### config.mk
export PLATFORM = sky130hd
export DESIGN_NAME = op_sequencer
export DESIGN_NICKNAME = d
export VERILOG_FILES = /design/src/rtl/op_seq_pkg.sv /design/src/rtl/sat_counter.sv /design/src/rtl/op_sequencer.sv
export SDC_FILE = /design/constraint.sdc
export NUM_CORES = 1
export LEC_CHECK = 0
export ABC_AREA = 1
export BUFFER_PORTS_ARGS = -buffer_cell sky130_fd_sc_hd__buf_2
export CAP_MARGIN = 15
export CORE_MARGIN = 3
export CORE_UTILIZATION = 30
export DETAILED_ROUTE_END_ITERATION = 6
export GPL_TIMING_DRIVEN = 1
export MAX_ROUTING_LAYER = met4
export PLACE_DENSITY_LB_ADDON = 0.25
export SYNTH_ARGS = -nofsm -noshare
export SYNTH_HDL_FRONTEND = slang
export SYNTH_SLANG_ARGS = --single-unit
### constraint.sdc
create_clock -name Clk -period 2.1 [get_ports Clk]
set_input_delay 0.21 -clock Clk [delete_from_list [all_inputs] [get_ports Clk]]
set_output_delay 0.21 -clock Clk [all_outputs]
set_load 0.02 [all_outputs]
### src/rtl/op_seq_pkg.sv
// Shared step codes and phase classification for the operand sequencer.
package op_seq_pkg;

    localparam int STATE_W = 4;

    localparam logic [STATE_W-1:0] ST_IDLE       = 4'd0;
    localparam logic [STATE_W-1:0] ST_LOAD0      = 4'd1;
    localparam logic [STATE_W-1:0] ST_LOAD3      = 4'd4;
    localparam logic [STATE_W-1:0] ST_CALC_FIRST = 4'd5;
    localparam logic [STATE_W-1:0] ST_CALC_LAST  = 4'd11;
    localparam logic [STATE_W-1:0] ST_OUT        = 4'd12;

    typedef enum logic [2:0] {
        PH_IDLE,
        PH_LOAD,
        PH_CALC,
        PH_OUT,
        PH_BAD
    } phase_e;

endpackage

### src/rtl/sat_counter.sv
// Up-counter that sticks at all-ones instead of wrapping.
module sat_counter #(
    parameter int WIDTH = 8
) (
    input  logic             clk,
    input  logic             rst,
    input  logic             inc,
    output logic [WIDTH-1:0] count
);

    logic [WIDTH-1:0] r_count;

    always_ff @(posedge clk or posedge rst) begin
        if (rst) begin
            r_count <= '0;
        end else if (inc && (r_count != {WIDTH{1'b1}})) begin
            r_count <= r_count + WIDTH'(1);
        end
    end

    assign count = r_count;

endmodule

### src/rtl/op_sequencer.sv
// Run sequencer: four operand loads, seven fixed calc steps, then a handshaked output step.
//   state  | meaning
//   0      | IDLE, waiting for Start
//   1..4   | LOAD0..LOAD3, advance on Data_valid
//   5..11  | CALC steps, advance every cycle
//   12     | OUT, wait for Out_ack
module op_sequencer
    import op_seq_pkg::*;
#(
    parameter int STATE_W = op_seq_pkg::STATE_W,
    parameter int CNT_W   = 8
) (
    input  logic               Clk,
    input  logic               Rst,
    input  logic               Start,
    input  logic               Data_valid,
    input  logic               Out_ack,
    input  logic               Abort,
    output logic [STATE_W-1:0] State,
    output logic               Data_ready,
    output logic               Busy,
    output logic               Done,
    output logic [CNT_W-1:0]   Run_count
);

    localparam logic [STATE_W-1:0] S_IDLE       = STATE_W'(ST_IDLE);
    localparam logic [STATE_W-1:0] S_LOAD0      = STATE_W'(ST_LOAD0);
    localparam logic [STATE_W-1:0] S_LOAD3      = STATE_W'(ST_LOAD3);
    localparam logic [STATE_W-1:0] S_CALC_FIRST = STATE_W'(ST_CALC_FIRST);
    localparam logic [STATE_W-1:0] S_CALC_LAST  = STATE_W'(ST_CALC_LAST);
    localparam logic [STATE_W-1:0] S_OUT        = STATE_W'(ST_OUT);

    logic [STATE_W-1:0] r_state;
    logic               r_done;
    logic               r_busy;
    logic               r_data_ready;
    logic [STATE_W-1:0] w_next;
    logic               w_finish;
    phase_e             w_phase;

    always_comb begin
        if (r_state == S_IDLE)
            w_phase = PH_IDLE;
        else if ((r_state >= S_LOAD0) && (r_state <= S_LOAD3))
            w_phase = PH_LOAD;
        else if ((r_state >= S_CALC_FIRST) && (r_state <= S_CALC_LAST))
            w_phase = PH_CALC;
        else if (r_state == S_OUT)
            w_phase = PH_OUT;
        else
            w_phase = PH_BAD;
    end

    // Abort wins over everything; in IDLE it also suppresses a coincident Start.
    always_comb begin
        w_next   = r_state;
        w_finish = 1'b0;
        if (Abort) begin
            w_next = S_IDLE;
        end else begin
            case (w_phase)
                PH_IDLE: if (Start) w_next = S_LOAD0;
                PH_LOAD: if (Data_valid) w_next = r_state + STATE_W'(1);
                PH_CALC: w_next = r_state + STATE_W'(1);
                PH_OUT: begin
                    if (Out_ack) begin
                        w_next   = S_IDLE;
                        w_finish = 1'b1;
                    end
                end
                default: w_next = S_IDLE;
            endcase
        end
    end

    // Flags are registered from the next state so they change only on the clock edge.
    always_ff @(posedge Clk or posedge Rst) begin
        if (Rst) begin
            r_state      <= S_IDLE;
            r_done       <= 1'b0;
            r_busy       <= 1'b0;
            r_data_ready <= 1'b0;
        end else begin
            r_state      <= w_next;
            r_done       <= w_finish;
            r_busy       <= (w_next != S_IDLE);
            r_data_ready <= (w_next >= S_LOAD0) && (w_next <= S_LOAD3);
        end
    end

    sat_counter #(
        .WIDTH (CNT_W)
    ) u_run_count (
        .clk   (Clk),
        .rst   (Rst),
        .inc   (w_finish),
        .count (Run_count)
    );

    assign State      = r_state;
    assign Done       = r_done;
    assign Busy       = r_busy;
    assign Data_ready = r_data_ready;

endmodule

==> qor.yml <==
status:
  outcome: "complete, no violations"
setup_path:
  path_max_fanout: 8
  worstSetupEndpoint: "Data_ready"
  crit_type: "reg -> reg"
  end_kind: "flip-flop"
  reg2reg_depth: 14
  reg2reg_to: "Data_ready"
  required_ns: 2.27
  cp-start-kind: "flip-flop"
  crit_path_start: "State[0]"
  r2r_start: "State[0]"
  critPathArrivalTime_ns: 1.93
  r2r_slack_ns: 0.34
place:
  dpl_cell_area_mm2: 0.00114
  dp_slack_ns: 0.339
  dp_hpwl_um: 1620
  gp_congestion: 0.880
  port-buffer-count: 20
finish:
  fin_nets: 164
  fin_area_mm2: 0.00117
  antenna_cells: 0
  drive_gt1_share_pct: 28.3
  area_delta_synth_final_pct: 20.0
route:
  m1WireLength_um: 855
  firstDrtPassIters: 4
  vias: 842
  drc_errors: 0
  wl_met3_um: 82
  routed-wl-met2_um: 1000
  ant_nets: 0
  top_layer_used: "met4"
  routedWlPerCell_um: 9.96
  via_per_inst: 4.30
  drt-initial-drc-count: 26
  finalWirelength_um: 1950
global_route:
  grt_pass1_wl_um: 3670
  grt_max_degree: 16
  grt.total_usage_pct: 11.3
  antenna_found_initial: 0
  grt_pass1_vias: 893
  overflow: 0
sta:
  worst_clock_skew_ns: 0.00372
  maxSlewViolCount: 0
  fin_crit_sh_pct: 83.9
  hold_viol: 0
  final.setup.tns_ns: 0
  period_minus_slack_ns: 1.76
  setup_violations: 0
  rsz0062_at_grt: "false"
  max_freq_ghz: 0.567
  slew_headroom_pct: 63.0
  worst_pin_slew_ns: 0.555
  worst_slack_ns: 0.338
  hold_slack_ns: 0.163
die:
  die_width_um: 63.1
  num_io_pins: 21
  fp.dieH_um: 63.1
  core_area_mm2: 0.00308
  die_area_mm2: 0.00398
  rows: 20
  start_util_pct: 31.7
pwr:
  ir_drop_v: 0.000284
  total_power_uw: 585
  power.leakage_nw: 0.661
  powerDensity_mw_per_mm2: 499
synthesis:
  syn_nets: 137
  syn_area_um2: 977
  synth_common_cells: "nand2_1, inv_1, nand3_1, dfrtp_1, nor2_1"
  yosysMostFrequentCell: "nand2_1"
  yosys.area.top_type: "dfrtp_1"
  synth.avg_cell_area_um2: 7.76
  yosysUniqueCellTypes: 20
  synthCells: 126
  synthArstFlopShare_pct: 100
  synth_top_area_share_pct: 38.4
  ys_ff_latch: 15
  ys_top_cells_by_area: "dfrtp_1, nand2_1, nand3_1"
  yosysWarnings: 0
  synth_ff_type: "dfrtp_1"
  seq_area_frac_synth_pct: 38.4
  synth_edf_count: 0
clock_network:
  clkTransAtPathRegs_ns: 0.08
  cts_tree: "built"
  cts_buffers: 3
  insertion_delay_ns: 0.27
  clockRootBuffer: "clkbuf_4"
  clk_path_buf_depth: 2
  cts_num_sinks: 15
  htree_levels: 1
job:
  cap_violations: 0
min_path:
  hold_class: "in -> reg"
layout by cell type, fill, tap and decap left out, types with 2 or more instances in the layout:
| master | n |
|---|---|
| inv_2 | 4 |
| nand3_2 | 2 |
| buf_4 | 2 |
| xor2_1 | 2 |
| inv_1 | 18 |
| xnor2_1 | 6 |
| nand4_1 | 3 |
| nand3_1 | 18 |
| nor2_4 | 2 |
| dfrtp_1 | 15 |
| nand2_1 | 26 |
| nand2_2 | 5 |
| ha_1 | 5 |
| nor2_1 | 10 |
| nor2_2 | 4 |
| clkbuf_4 | 3 |
| buf_2 | 20 |
cells by family after synthesis:
logic type,count (synthesis),synth area share [%]
and+or+nand+nor,71,36.1
adders and majority gates,5,6.40
AOI/OAI and AO/OA,4,2.30
buffers and inverters,23,9.60
xor gates and xnor gates,8,7.17
DFF,15,38.4
timing repair:
action	CTS	global route
setup buffers	0	0
resized for setup	0	0
hold endpoints to repair	15	0
hold buffers	1	0
state kept, by name (all words and copies together) (netlist names):
signal             flops
Done                   1
u_run_count.count      8
Data_ready             1
State                  4
Busy                   1
per-layer routing:
layer	track usage [%]	vias up
met1	13.2	378
met2	20.8	18
li1	-	444
met3	1.25	2
met4	2.48	0
met5	-	-
worst min-delay path by stage:
stage | start | to | slack [ns] | cells past startpoint
2_1_floorplan | Rst | Busy | 0.11 | 1
3_3_place_gp | Rst | Busy | 0.30 | 2
3_5_place_dp | Rst | Busy | 0.30 | 2
4_1_cts | Abort | State[2] | 0.15 | 2
5_1_grt | Abort | State[2] | 0.15 | 2
6_report | Abort | State[2] | 0.16 | 2
final cells by class:
cell class                 instances  area (um^2)
tap                               44         55.1
sequential                        15          375
inverter                          22         82.6
multi-input combinational         88          508
timing repair buffer              23          125
fill                             340         1910
clock buffer                       4         26.3
where the power goes:
| group | internal, mW | switching [mW] |
|---|---|---|
| clock network | 0.0734 | 0.0804 |
| logic | 0.0432 | 0.0869 |
| registers | 0.298 | 0.00373 |
worst max-delay path, cell delays in order (launching register included):
cell and delay [ns]:
dfrtp_1 0.40, buf_4 0.17, ha_1 0.19, inv_1 0.05, nand2_1 0.06, nand2_1 0.09
nand2_2 0.08, nor2_4 0.12, nand3_1 0.09, nand3_1 0.08, nand2_1 0.07, nand2_1 0.08
inv_1 0.05, nor2_1 0.08, nor2_1 0.05
metrics by stage:
stage,std cells,util (%)
after detailed placement,191,36.9
after CTS,196,38.1
after global routing,196,38.1
after floorplan,126,-
after global placement,191,36.9
final,196,38.1
Note: power is estimated with default switching activity, not from simulation.
